**src/rtl/uart_pkg.sv**
```systemverilog
// Shared UART definitions: transmit FSM states, line levels and the parity helper.
package uart_pkg;

    typedef enum logic [2:0] {
        IDLE   = 3'd0,
        START  = 3'd1,
        DATA   = 3'd2,
        PARITY = 3'd3,
        STOP   = 3'd4
    } tx_state_t;

    localparam logic UART_IDLE_LEVEL  = 1'b1;
    localparam logic UART_START_LEVEL = 1'b0;

    // Narrower words are zero-extended by the caller, which leaves the XOR unchanged.
    function automatic logic par(input logic [8:0] data, input logic odd);
        return (^data) ^ odd;
    endfunction

endpackage

```
**src/rtl/uart_baud_counter.sv**
```systemverilog
// Divide-by-CLKS_PER_BIT bit-timing counter; Tick marks each bit boundary.
module uart_baud_counter #(
    parameter int CLKS_PER_BIT = 16
) (
    input  logic Clock,
    input  logic Reset_n,
    input  logic Clear,
    input  logic Enable,
    output logic Tick
);

    localparam int CW = $clog2(CLKS_PER_BIT);
    localparam logic [CW-1:0] LastCnt = CW'(CLKS_PER_BIT - 1);

    logic [CW-1:0] cnt_q;

    // Tick ignores Clear so the framer can accept on the same edge a stop bit ends.
    assign Tick = Enable && (cnt_q == LastCnt);

    always_ff @(posedge Clock or negedge Reset_n) begin
        if (!Reset_n) begin
            cnt_q <= '0;
        end else if (Clear) begin
            cnt_q <= '0;
        end else if (Enable) begin
            cnt_q <= (cnt_q == LastCnt) ? '0 : cnt_q + CW'(1);
        end
    end

endmodule

```
**src/rtl/uart_tx_framer.sv**
```systemverilog
// UART transmit framer: start, LSB-first data, optional parity, 1-2 stop bits.
// Parity stage is built only when UART_TX_PARITY_EN is defined.
module uart_tx_framer
    import uart_pkg::*;
#(
    parameter int DATA_W       = 8,
    parameter int CLKS_PER_BIT = 16,
    parameter int STOP_BITS    = 1,
    parameter int PARITY_ODD   = 0
) (
    input  logic              Clock,
    input  logic              Reset_n,
    input  logic [DATA_W-1:0] Din,
    input  logic              Valid,
    output logic              Ready,
    output logic              SerOut,
    output logic              Busy
);

    localparam int BW = $clog2(DATA_W + 1);
    localparam logic [BW-1:0] LastData = BW'(DATA_W - 1);
    localparam logic [BW-1:0] LastStop = BW'(STOP_BITS - 1);

    tx_state_t         state_q, state_d;
    logic [DATA_W-1:0] shift_q, shift_d;
    logic [BW-1:0]     bit_cnt_q, bit_cnt_d;
    logic              ser_q, ser_d;
    logic              tick, last_stop, accept;

    uart_baud_counter #(
        .CLKS_PER_BIT(CLKS_PER_BIT)
    ) u_baud (
        .Clock  (Clock),
        .Reset_n(Reset_n),
        .Clear  (accept),
        .Enable (state_q != IDLE),
        .Tick   (tick)
    );

`ifdef UART_TX_PARITY_EN
    logic par_q;

    always_ff @(posedge Clock or negedge Reset_n) begin
        if (!Reset_n) begin
            par_q <= 1'b0;
        end else if (accept) begin
            par_q <= par(9'(Din), PARITY_ODD != 0);
        end
    end
`endif

    // Ready is raised through the final stop-bit cycle so a held Valid chains frames
    // with no idle gap.
    assign last_stop = (state_q == STOP) && (bit_cnt_q == LastStop) && tick;
    assign Ready     = (state_q == IDLE) || last_stop;
    assign Busy      = !Ready;
    assign accept    = Valid && Ready;
    assign SerOut    = ser_q;

    always_comb begin
        state_d   = state_q;
        shift_d   = shift_q;
        bit_cnt_d = bit_cnt_q;
        ser_d     = ser_q;
        case (state_q)
            IDLE: ;
            START: begin
                if (tick) begin
                    state_d   = DATA;
                    bit_cnt_d = '0;
                    ser_d     = shift_q[0];
                end
            end
            DATA: begin
                if (tick) begin
                    shift_d = shift_q >> 1;
                    if (bit_cnt_q == LastData) begin
                        bit_cnt_d = '0;
`ifdef UART_TX_PARITY_EN
                        state_d   = PARITY;
                        ser_d     = par_q;
`else
                        state_d   = STOP;
                        ser_d     = UART_IDLE_LEVEL;
`endif
                    end else begin
                        bit_cnt_d = bit_cnt_q + BW'(1);
                        ser_d     = shift_q[1];
                    end
                end
            end
`ifdef UART_TX_PARITY_EN
            PARITY: begin
                if (tick) begin
                    state_d   = STOP;
                    bit_cnt_d = '0;
                    ser_d     = UART_IDLE_LEVEL;
                end
            end
`endif
            STOP: begin
                if (last_stop) begin
                    state_d   = IDLE;
                    bit_cnt_d = '0;
                end else if (tick) begin
                    bit_cnt_d = bit_cnt_q + BW'(1);
                end
            end
            default: begin
                state_d = IDLE;
                ser_d   = UART_IDLE_LEVEL;
            end
        endcase
        if (accept) begin
            state_d   = START;
            shift_d   = Din;
            bit_cnt_d = '0;
            ser_d     = UART_START_LEVEL;
        end
    end

    always_ff @(posedge Clock or negedge Reset_n) begin
        if (!Reset_n) begin
            state_q   <= IDLE;
            shift_q   <= '0;
            bit_cnt_q <= '0;
            ser_q     <= UART_IDLE_LEVEL;
        end else begin
            state_q   <= state_d;
            shift_q   <= shift_d;
            bit_cnt_q <= bit_cnt_d;
            ser_q     <= ser_d;
        end
    end

endmodule

```
**config.mk**
```make
export PLATFORM = sky130hd
export DESIGN_NAME = uart_tx_framer
export DESIGN_NICKNAME = d
export VERILOG_FILES = /design/src/rtl/uart_pkg.sv /design/src/rtl/uart_baud_counter.sv /design/src/rtl/uart_tx_framer.sv
export SDC_FILE = /design/constraint.sdc
export NUM_CORES = 1
export LEC_CHECK = 0
export CORE_MARGIN = 10
export CORE_UTILIZATION = 48
export DETAILED_ROUTE_END_ITERATION = 8
export PLACE_DENSITY = 0.7
export SETUP_SLACK_MARGIN = 0.4
export SYNTH_ARGS = -nofsm -noshare
export SYNTH_HDL_FRONTEND = slang
export SYNTH_SLANG_ARGS = --single-unit
```
**constraint.sdc**
```tcl
create_clock -name Clock -period 3.3 [get_ports Clock]
set_input_delay 0.66 -clock Clock [delete_from_list [all_inputs] [get_ports Clock]]
set_output_delay 0.66 -clock Clock [all_outputs]
set_load 0.02 [all_outputs]
```
# Word-level counts from Yosys, hierarchy flattened

Index checks and enable logic that the tools add are counted.

Add/subtract/negate cells: 2
Multiply operators: 0
Divide/modulo/power cells: 0
Magnitude comparators: 0
Equality and inequality tests: 12
Shifts and indexed selects: 0
Mux-type cells: 24
Bitwise operators: 0
Reductions and logical operators: 18

Operators by type and width:

| kind                                                                  | count |
|---|---|
| 4-bit 2-to-1 mux                                                      | 9 |
| 8-bit 2-to-1 mux                                                      | 3 |
| 3-bit 2-to-1 mux                                                      | 5 |
| 3-bit != test, second input constant                                  | 4 |
| 3-bit case mux with 4 select lines                                    | 1 |
| 4-bit case mux with 3 select lines                                    | 1 |
| 4-bit by 1-bit adder with 4-bit output, second input constant         | 2 |
| 2-bit nonzero test                                                    | 3 |
| 5-bit AND reduction                                                   | 1 |
| 4-bit by 3-bit equality test with 1-bit output, second input constant | 1 |
| 4-bit equality test, second input constant                            | 1 |
| 1-bit logical AND                                                     | 4 |
| 4-bit zero test                                                       | 1 |
| 1-bit 2-to-1 mux                                                      | 4 |
| 4-bit != test, second input constant                                  | 1 |
| 4-bit AND reduction                                                   | 1 |
| 4-bit nonzero test                                                    | 1 |
| 3-bit by 1-bit equality test with 1-bit output, second input constant | 1 |
| 3-bit by 2-bit equality test with 1-bit output, second input constant | 1 |
| 3-bit equality test, second input constant                            | 1 |
| 3-bit zero test                                                       | 1 |
| 1-bit case mux with 3 select lines                                    | 1 |
| 3-bit AND reduction                                                   | 1 |
| 3-bit nonzero test                                                    | 1 |
| other kinds (6)                                                       | 6 |

Flip-flop bits (word level): 20
Latch bits: 0
Memory bits (writable): 0
Bits in read-only memories: 0
Bits of input ports: 11
Output and inout port bits: 3
Word-level logic and storage cells: 61
Memories: 0

# Logic depth before layout (Yosys ltp)

Gate-level depths: netlist of the first run.

Depth in word-level cells: 7
Gate-level depth with buffers: 7

# Modules after synthesis

From an unflattened synthesis of the first run, not the netlist that was laid out.

Cell total of the unflattened synthesis: 118
Area, all modules: 1,129.8 um2

Modules (own cells, without submodules):

| module            | instances | cells each | area each (um2) |
|---|---|---|---|
| uart_tx_framer    | 1         | 96         | 924.6 |
| uart_baud_counter | 1         | 22         | 205.2 |

# Least setup slack after synthesis of the first run

OpenSTA, ideal clock, no wires.

Kind: flip-flop to output port
Start point: register bit_cnt_q[0]
End point: output Busy
Data arrival time: 1.797 ns
Data required time: 2.640 ns
Setup slack: 0.843 ns
Cell stages (with the launch flop): 7
Buffers on the path: 0
Cell sequence: dfrtp_1 -> inv_1 -> ha_1 -> nor3b_1 -> a21oi_2 -> nor3_1 -> inv_1

Cells in the longest elaborated chain, start to end: 5

Ends and longest elaborated chain:

| what                           | line                  | RTL |
|---|---|---|
| start: declaration             | uart_tx_framer.sv:26  | `logic [BW-1:0] bit_cnt_q, bit_cnt_d;` |
| start signal: assignment       | uart_tx_framer.sv:131 | `bit_cnt_q <= bit_cnt_d;` |
| 4-bit zero test                | uart_tx_framer.sv:54  | `assign last_stop = (state_q == STOP) && (bit_cnt_q == LastStop) && tick;` |
| 1-bit logical AND (2 in a row) | uart_tx_framer.sv:54  |  |
| 1-bit logical OR               | uart_tx_framer.sv:55  | `assign Ready = (state_q == IDLE) \|\| last_stop;` |
| named net Ready                | uart_tx_framer.sv:15  | `output logic Ready,` |
| 1-bit zero test                | uart_tx_framer.sv:56  | `assign Busy = !Ready;` |
| end: declaration               | uart_tx_framer.sv:17  | `output logic Busy` |

The timed path passes the listed nets, and every way through them passes these cells.

# Worst setup path after layout of the first run

Start point: register u_baud.cnt_q[0]
End point: output Busy

Cells in the longest elaborated chain, start to end: 5

Ends and longest elaborated chain:

| what                     | line                    | RTL |
|---|---|---|
| start: declaration       | uart_baud_counter.sv:15 | `logic [CW-1:0] cnt_q;` |
| start signal: assignment | uart_baud_counter.sv:26 | `cnt_q <= (cnt_q == LastCnt) ? '0 : cnt_q + CW'(1);` |
| 4-bit equality test      | uart_baud_counter.sv:18 | `assign Tick = Enable && (cnt_q == LastCnt);` |
| 1-bit logical AND        | uart_baud_counter.sv:18 |  |
| 1-bit logical AND        | uart_tx_framer.sv:54    |  |
| 1-bit logical OR         | uart_tx_framer.sv:55    |  |
| 1-bit zero test          | uart_tx_framer.sv:56    |  |

No other way between the ends.

==> flow_metrics.tcl, run 1 <==
set metrics [dict create \
    run_status "finished, final reports clean" \
    aggregate_global_route_resource_usage 0.0979 \
    die_height_um 70.2 \
    die-width_um 70.2 \
    detailroute.via_count 932 \
    global_route_wire_length_before_repair_um 4130 \
    detail-route-antenna-nets 0 \
    netlist.top_cell.by_area "dfrtp_1" \
    finalWorstPathRequiredPeriod_ns 2.67 \
    crit_required_ns 2.64 \
    post-route-drc-count 0 \
    cts_tree "done" \
    critPathCaptureType "primary output" \
    post_synth_most_frequent_cells "dfrtp_1, nor2_1, mux2_2, nand2_1" \
    ys_seq_elements 20 \
    routedWlPerCell_um 14.9 \
    finalCritPeriodShare 0.809 \
    ys_warn_count 0 \
    rsz0062_at_grt "no" \
    max_slew_margin 0.404 \
    std_cell_rows 18 \
    htree_levels 1 \
    clockBufferDepth 2 \
    post_synth_main_area_contributors "dfrtp_1, mux2_4, mux2_2" \
    cts_made_buffers 3 \
    pre_cts_ws_ns 0.656 \
    net-switching-power_mw 0.0839 \
    max_slew.worst_pin.slew_ns 0.891 \
    peak_ir_drop_on_the_vdd_network_uv 289 \
    post-cts-setup-buffer-count 0 \
    antennaDiodeCount 0 \
    postCtsResizedCells 3 \
    clk_latency_ns 0.31 \
    fp.coreArea_um2 2430 \
    total_grt_overflow 0 \
    tns_ns 0 \
    timing.final.setup_violations 0 \
    comb_power_share 0.042 \
    pwr_density_cell_nw_per_um2 292 \
    sinks_on_the_clock_net 20 \
    cts.root.buffer_cell "clkbuf_4" \
    areaGrowthSynthToFinish_pct 15.1 \
    seq_power_share 0.602 \
    gp_congestion 0.762 \
    syn_nets 132 \
    worst_hold_path_type "reg -> reg" \
    startpoint_class "flop" \
    path_max_fanout 7 \
    arrival_ns 2.01 \
    timing.setup.critical_path_class "reg -> out" \
    routed_via_density 5.86 \
    syn-mean-instance-area_um2 10.3 \
    drt_pass1_iterations 4 \
    clock_skew_ns 0.0127 \
    antenna_found_initial 0 \
    setup_ws_ns 0.631 \
    maximum_number_of_pins_on_one_net_before_global_route_repair 21 \
    swShare 0.206 \
    hold_violations 0 \
    post_synth_inst_count 118 \
    drv_cap 0 \
    ctsHoldBuffers 0 \
    design.final.nets 144 \
    place_hpwl_um 1730 \
    drt_first_iter_violations 77 \
    clkSlewWorstSetupHoldPaths_ns 0.12 \
    floorplan.die_area_um2 4930 \
    first_global_vias 954 \
    synth_area_um2 1210 \
    async_sr_flop_fraction 1.00 \
    synth.distinct_cells 38 \
    buffers_on_ports 13 \
    synth_enable_flop_cells 0 \
    final-max-slew-violation-count 0 \
    floorplan.initialDensity 0.497 \
    synthDominantCellAreaShare 0.393 \
    max_freq_mhz 375 \
    p_leak_nw 0.640 \
    wirelength_um 2370 \
    clock_power_share 0.355 \
    register_area_share_after_synthesis 0.415 \
    final_layout_size_suffix_gt1_frac 0.178 \
    layout.core_utilization 0.573 \
    synth_most_common_cell "dfrtp_1" \
    internal_cell_power_mw 0.323 \
    synth-main-ff-cell "dfrtp_1" \
    io_pins 14 \
]
==> cell type report <==
class | instances | area, um2
Multi-Input combinational cell | 87 | 663
Sequential cell | 20 | 502
Timing Repair Buffer | 14 | 139
Inverter | 4 | 15.0
Clock buffer | 4 | 36.3
Tap cell | 30 | 37.5
Fill cell | 216 | 1040
==> worst max-delay path, stage by stage, from the launching register on <==
cell	delay (ns)
dfrtp_1	0.43
ha_1	0.28
and3_2	0.30
a21oi_2	0.21
nor3_1	0.08
inv_1	0.07
dlygate4sd2_1	0.33
==> flip-flops by register name, indices dropped and copies added, names as in the netlist <==
| signal | flops |
|---|---|
| shift_q | 8 |
| bit_cnt_q | 4 |
| u_baud.cnt_q | 4 |
| state_q | 3 |
| SerOut | 1 |
==> metrics by stage <==
stage / hold WS [ns] / cell area, um2 / std cells / power, mW
floorplan: 0.364 / 1210 / 118 / 0.250
global placement: 0.509 / 1350 / 155 / 0.267
detailed placement: 0.507 / 1350 / 155 / 0.268
CTS: 0.525 / 1390 / 159 / 0.411
global route: 0.550 / 1390 / 159 / 0.427
finish: 0.520 / 1390 / 159 / 0.407
==> kinds of logic after synthesis <==
kind of cell	Yosys count	share of synthesized area
fa+ha+maj	3	0.0310
xor+xnor	3	0.0217
flops	20	0.415
mux	13	0.140
compound gates	26	0.160
simple gates	42	0.190
buf+inv	11	0.0424
==> power by group through the flow <==
stage / Sequential [mW] / Combinational, mW / Clock (mW)
floorplan: 0.250 / 0.000384 / 0
global placement: 0.250 / 0.0175 / 0
CTS: 0.245 / 0.0179 / 0.148
finish: 0.245 / 0.0172 / 0.145
detailed placement: 0.250 / 0.0178 / 0
global route: 0.245 / 0.0191 / 0.163
==> per-layer routing <==
| layer | share of wire | GRT usage | up-vias |
|---|---|---|---|
| met1 | 0.43 | 0.108 | 445 |
| met2 | 0.49 | 0.164 | 30 |
| met5 | 0 | 0 | - |
| met4 | 0.0076 | 0.0263 | 0 |
| met3 | 0.072 | 0.0466 | 4 |
| li1 | - | - | 453 |
==> path summary, 6_finish.rpt <==
kind | start | to | slack (ns) | depth (start not counted)
setup / recovery | u_baud.cnt_q[0] | Busy | 0.63 | 6
hold / removal | SerOut | SerOut | 0.52 | 2
setup reg to reg | u_baud.cnt_q[0] | shift_q[4] | 1.15 | 5
hold reg to reg | SerOut | SerOut | 0.52 | 2
max in group asynchronous | Reset_n | bit_cnt_q[1] | 1.90 | 1
min in group asynchronous | Reset_n | u_baud.cnt_q[0] | 0.84 | 1
==> layout by cell type, fill, tap and decap left out, types with 4 or more instances in the layout <==
cell type / n
clkdlybuf4s50_1: 11
dfrtp_1: 19
inv_1: 4
mux2_2: 7
mux2_4: 6
nand2_1: 7
nand2b_1: 6
nor2_1: 8
nor3_1: 5
o21ai_0: 4
Power figures use the tool's default switching activity.
==> inputs of run 2 (changes only) <==
- clock period: 3.3 -> 2.7 ns (I/O delays scaled with it)
==> run 2 against run 1 <==
Effect of this change:
- final area increased by 4.4%
- global-route usage increased by 0.50 points
- critical path depth unchanged
- final cell count increased by 5.0%
- first-iteration DRC count decreased by 42%
- utilization increased by 2.5 points
- critical path type unchanged
- largest cell class unchanged
- highest routed layer unchanged
==> flow_metrics.tcl, run 2 (synthesis gave the netlist of run 1 again) <==
set metrics [dict create \
    wirelength_um 2530 \
    first_global_vias 970 \
    internal_cell_power_mw 0.396 \
    detail-route-antenna-nets 0 \
    worst_hold_slack_ns 0.525 \
    reg_top3 "shift_q x8, bit_cnt_q x4, u_baud.cnt_q x4" \
    htree_levels 1 \
    critPathCaptureType "primary output" \
    slowest_delay_ns 0.42 \
    largest-register "shift_q" \
    cp_slowest_cell "dfrtp_1" \
    placed_cells_incl_taps 158 \
    final_power_mw 0.505 \
    gp_congestion 0.804 \
    antennaDiodeCount 0 \
    setup_ws_ns 0.546 \
    cts.root.buffer_cell "clkbuf_4" \
    crit_cells 6 \
    clk_latency_ns 0.31 \
    detailroute.via_count 978 \
    clock_power_share 0.363 \
    timing.final.setup_violations 0 \
    rsz0062_at_grt "no" \
    std_cell_rows 18 \
    routedWlPerCell_um 15.1 \
    critPathTopFamily "flip-flops" \
    crit_required_ns 2.16 \
    peak_ir_drop_on_the_vdd_network_uv 362 \
    max_slew.worst_pin.slew_ns 0.433 \
    finalCritPeriodShare 0.798 \
    max_slew_margin 0.712 \
    most_common_cell_after_layout_fill_and_taps_aside "dfrtp_1" \
    floorplan.initialDensity 0.497 \
    sinks_on_the_clock_net 20 \
    swShare 0.216 \
    maximum_number_of_pins_on_one_net_before_global_route_repair 21 \
    areaGrowthSynthToFinish_pct 20.2 \
    critical_path_buf_inv_count 2 \
    floorplan.die_area_um2 4930 \
    buffers_on_ports 13 \
    post_detailed_placement_cell_area_um2 1380 \
    comb_power_share 0.044 \
    antenna_found_initial 0 \
    drt_pass1_iterations 4 \
    timing.setup.critical_path_class "reg -> out" \
    cts_tree "done" \
    final-max-slew-violation-count 0 \
    ctsHoldBuffers 0 \
    drv_cap 0 \
    design.final.nets 152 \
    routed_via_density 5.86 \
    worstRegToRegCells 5 \
    max_freq_mhz 464 \
    run_status "finished, final reports clean" \
    final_cell_area_um2 1450 \
    worst_hold_path_type "reg -> reg" \
    layout.core_utilization 0.598 \
    tns_ns 0 \
    io_pins 14 \
    fill_cells 211 \
    finalWorstPathRequiredPeriod_ns 2.15 \
    arrival_ns 1.61 \
    net-switching-power_mw 0.109 \
    most_frequent_cells_in_the_layout "dfrtp_1, clkdlybuf4s50_1, buf_4, nor2_1" \
    fp.coreArea_um2 2430 \
    path_max_fanout 4 \
    holdPathStages 2 \
    global_route_wire_length_before_repair_um 4330 \
    flip_flop_count_of_the_largest_register_all_copies_and_words_added 8 \
    final_layout_size_suffix_gt1_frac 0.248 \
    total_grt_overflow 0 \
    layoutNonFillerInstCount 167 \
    path_cells "ha_2 > and3_1 > a21oi_2 > nor3_2 > inv_1 > buf_2" \
    die-width_um 70.2 \
    post-route-drc-count 0 \
    cts_made_buffers 3 \
    startpoint_class "flop" \
    seq_power_share 0.593 \
    drt_first_iter_violations 45 \
    p_leak_nw 0.662 \
    pwr_density_cell_nw_per_um2 347 \
    die_height_um 70.2 \
    place_hpwl_um 1770 \
    pre_cts_ws_ns 0.256 \
    aggregate_global_route_resource_usage 0.103 \
    hold_violations 0 \
    clockBufferDepth 2 \
    clkSlewWorstSetupHoldPaths_ns 0.12 \
    clock_skew_ns 0.00340 \
]
run 2: power by group through the flow:
stage               Clock [mW]  Combinational (mW)  Sequential, mW
floorplan                    0            0.000469           0.305
global placement             0              0.0226           0.305
detailed placement           0              0.0229           0.305
CTS                      0.186              0.0230           0.300
global route             0.198              0.0244           0.300
finish                   0.183              0.0221           0.300
run 2: layout make-up:
type,instances,area [um2],area share
well taps,30,37.5,0.0258
clock buffers,4,36.3,0.0250
multi-input cells,87,676,0.465
flip-flops and latches,20,502,0.345
repair buffers,22,188,0.129
inverters,4,15.0,0.0103
run 2: final timing paths:
check | start | to | slack [ns]
min in group asynchronous | Reset_n | u_baud.cnt_q[0] | 0.55
max in group asynchronous | Reset_n | SerOut | 1.88
max | u_baud.cnt_q[1] | Busy | 0.55
min reg2reg | SerOut | SerOut | 0.53
min | SerOut | SerOut | 0.53
max reg2reg | u_baud.cnt_q[1] | shift_q[5] | 0.67
run 2: timing repair:
item | CTS | global route
pin swaps | 1 | 1
resized for setup | 9 | 2
buffers inserted | 2 | 3
endpoints found under the setup margin | 2 | 2
cloned | 0 | 0
run 2: layer usage:
layer,global-route usage,part of all wire,up-vias,routed length [um]
met2,0.171,0.47,31,1190
met5,0,0,-,0
li1,-,-,475,-
met4,0.0482,0.015,0,39
met1,0.117,0.44,468,1120
met3,0.0311,0.068,4,171
run 2: worst register-to-register path: stages, from the launching register on:
cell and delay [ns]:
dfrtp_1 0.39, ha_2 0.24, nand3_4 0.12, or3_1 0.56, mux2_4 0.36, mux2_2 0.26
==> inputs of run 3 (changes only) <==
- clock period: 2.7 -> 2.1 ns (I/O delays scaled with it)
==> run 3 against run 2 <==
Effect of this change:
- power increased by 28%
- final cell count increased by 9.0%
- final area increased by 13%
- clock-buffer cell count unchanged
- routed wire length increased by 15%
- flip-flop and latch count unchanged
- non-clock buffer count increased by 15
- die area unchanged
- critical endpoint is now shift_q[2]
- worst hold slack got worse by 0.14 ns
- first-iteration DRC count decreased by 8.9%
- critical path depth increased by 4
- clock skew increased by 0.0073 ns
==> flow_metrics.tcl, run 3 (synthesis gave the netlist of run 1 again) <==
set metrics [dict create \
    seq_area_um2 502 \
    sinks_on_the_clock_net 20 \
    cp_slowest_cell "dfrtp_1" \
    path_max_fanout 9 \
    final_layout_size_suffix_gt1_frac 0.368 \
    finalWorstPathRequiredPeriod_ns 2.03 \
    total_grt_overflow 0 \
    first_global_vias 1090 \
    cts_made_buffers 3 \
    final_power_mw 0.646 \
    run_status "finished, final reports clean" \
    fill_cells 194 \
    cts.root.buffer_cell "clkbuf_4" \
    path_cells "inv_1 > ha_1 > nor3b_4 > a21oi_4 > buf_4 > buf_6 > buf_4 > nor2_4 > buf_12 > mux2_2" \
    max_slew.worst_pin.slew_ns 0.397 \
    fp.coreArea_um2 2430 \
    std_cell_rows 18 \
    tns_ns 0 \
    clkSlewWorstSetupHoldPaths_ns 0.13 \
    crit_start "bit_cnt_q[0]" \
    cts_tree "done" \
    post-route-drc-count 0 \
    pre_cts_ws_ns -0.00433 \
    drv_cap 0 \
    finalCritPeriodShare 0.965 \
    antenna_found_initial 0 \
    p_leak_nw 0.753 \
    aggregate_global_route_resource_usage 0.118 \
    maximum_number_of_pins_on_one_net_before_global_route_repair 17 \
    critPathMostFrequentCell "buf_4" \
    slowest_delay_ns 0.41 \
    drt_first_iter_violations 41 \
    areaGrowthSynthToFinish_pct 36.3 \
    wirelength_um 2920 \
    timing.final.setup_violations 0 \
    r2r-end "shift_q[2]" \
    flip_flop_count_of_the_largest_register_all_copies_and_words_added 8 \
    antennaDiodeCount 0 \
    htree_levels 1 \
    drt_pass1_iterations 4 \
    r2r_start "bit_cnt_q[0]" \
    die_height_um 70.2 \
    routedWlPerCell_um 16.0 \
    startpoint_class "flop" \
    buffers_on_ports 13 \
    critPathCaptureType "flop" \
    design.final.nets 167 \
    die-width_um 70.2 \
    most_common_cell_after_layout_fill_and_taps_aside "buf_4" \
    reg_top3 "shift_q x8, bit_cnt_q x4, u_baud.cnt_q x4" \
    multi_input_area_um2 737 \
    worst_hold_path_type "in -> async" \
    worstRegToRegCells 10 \
    pwr_density_cell_nw_per_um2 392 \
    max_freq_mhz 493 \
    crit_required_ns 2.29 \
    rsz0062_at_grt "yes" \
    clk_latency_ns 0.31 \
    most_frequent_cells_in_the_layout "buf_4, dfrtp_1, clkdlybuf4s50_1" \
    clockBufferDepth 2 \
    final-max-slew-violation-count 0 \
    io_pins 14 \
    post_detailed_placement_cell_area_um2 1530 \
    detail-route-antenna-nets 0 \
    arrival_ns 2.22 \
    floorplan.initialDensity 0.497 \
    final_cell_area_um2 1650 \
    timing.setup.critical_path_class "reg -> reg" \
    detailroute.via_count 1051 \
    global_route_wire_length_before_repair_um 4990 \
    gp_congestion 0.891 \
    timing.reg2reg.setup_slack_ns 0.07 \
    place_hpwl_um 2170 \
    hold_violations 0 \
    floorplan.die_area_um2 4930 \
    routed_via_density 5.77 \
    clock_skew_ns 0.0107 \
    max_slew_margin 0.735 \
    peak_ir_drop_on_the_vdd_network_uv 435 \
    largest-register "shift_q" \
    setup_ws_ns 0.0728 \
]
## run 3: area by class of cell
| class | instances | area share |
|---|---|---|
| Multi-Input combinational cell | 87 | 0.447 |
| Sequential cell | 20 | 0.304 |
| Timing Repair Buffer | 37 | 0.195 |
| Tap cell | 30 | 0.0228 |
| Clock buffer | 4 | 0.0220 |
| Inverter | 4 | 0.00910 |
## run 3: where the power goes
part	internal [mW]	switching [mW]	total (mW)
registers	0.385	0	0.385
logic	0.0177	0.0118	0.0295
clock network	0.106	0.125	0.231
## run 3: how the worst max path moves through the flow
stage | to | cells after the start
floorplan | shift_q[1] | 6
global placement | Busy | 6
detailed placement | Busy | 6
CTS | Busy | 7
global route | Busy | 7
finish | shift_q[2] | 10
## run 3: metrics by stage
step | cells | utilization | hold WS (ns)
6_report | 182 | 0.678 | 0.387
5_1_grt | 182 | 0.678 | 0.404
4_1_cts | 178 | 0.656 | 0.391
3_5_place_dp | 172 | 0.631 | 0.504
3_3_place_gp | 172 | 0.631 | 0.503
2_1_floorplan | 118 | - | 0.124
## run 3: critical path: cells and delay by family (launching register included)
kind	cells	cell delay [ns]
multiplexers	1	0.33
buffers and inverters	5	0.58
AND/OR/NAND/NOR	2	0.36
adder cells (fa/ha/maj)	1	0.14
flip-flops	1	0.41
AO/OA/AOI/OAI	1	0.10
## run 3: what timing repair did
item | in CTS | in global routing
resized for setup | 15 | 6
setup endpoints to repair | 12 | 15
hold buffers | 0 | 0
buffers inserted | 2 | 4
pin swaps | 0 | 3
## run 3: per-layer routing
metal	up-vias	share of wire	track usage
met4	0	0.012	0.0263
met5	-	0	0
met3	8	0.046	0.0282
met1	513	0.44	0.145
li1	495	-	-
met2	35	0.50	0.200
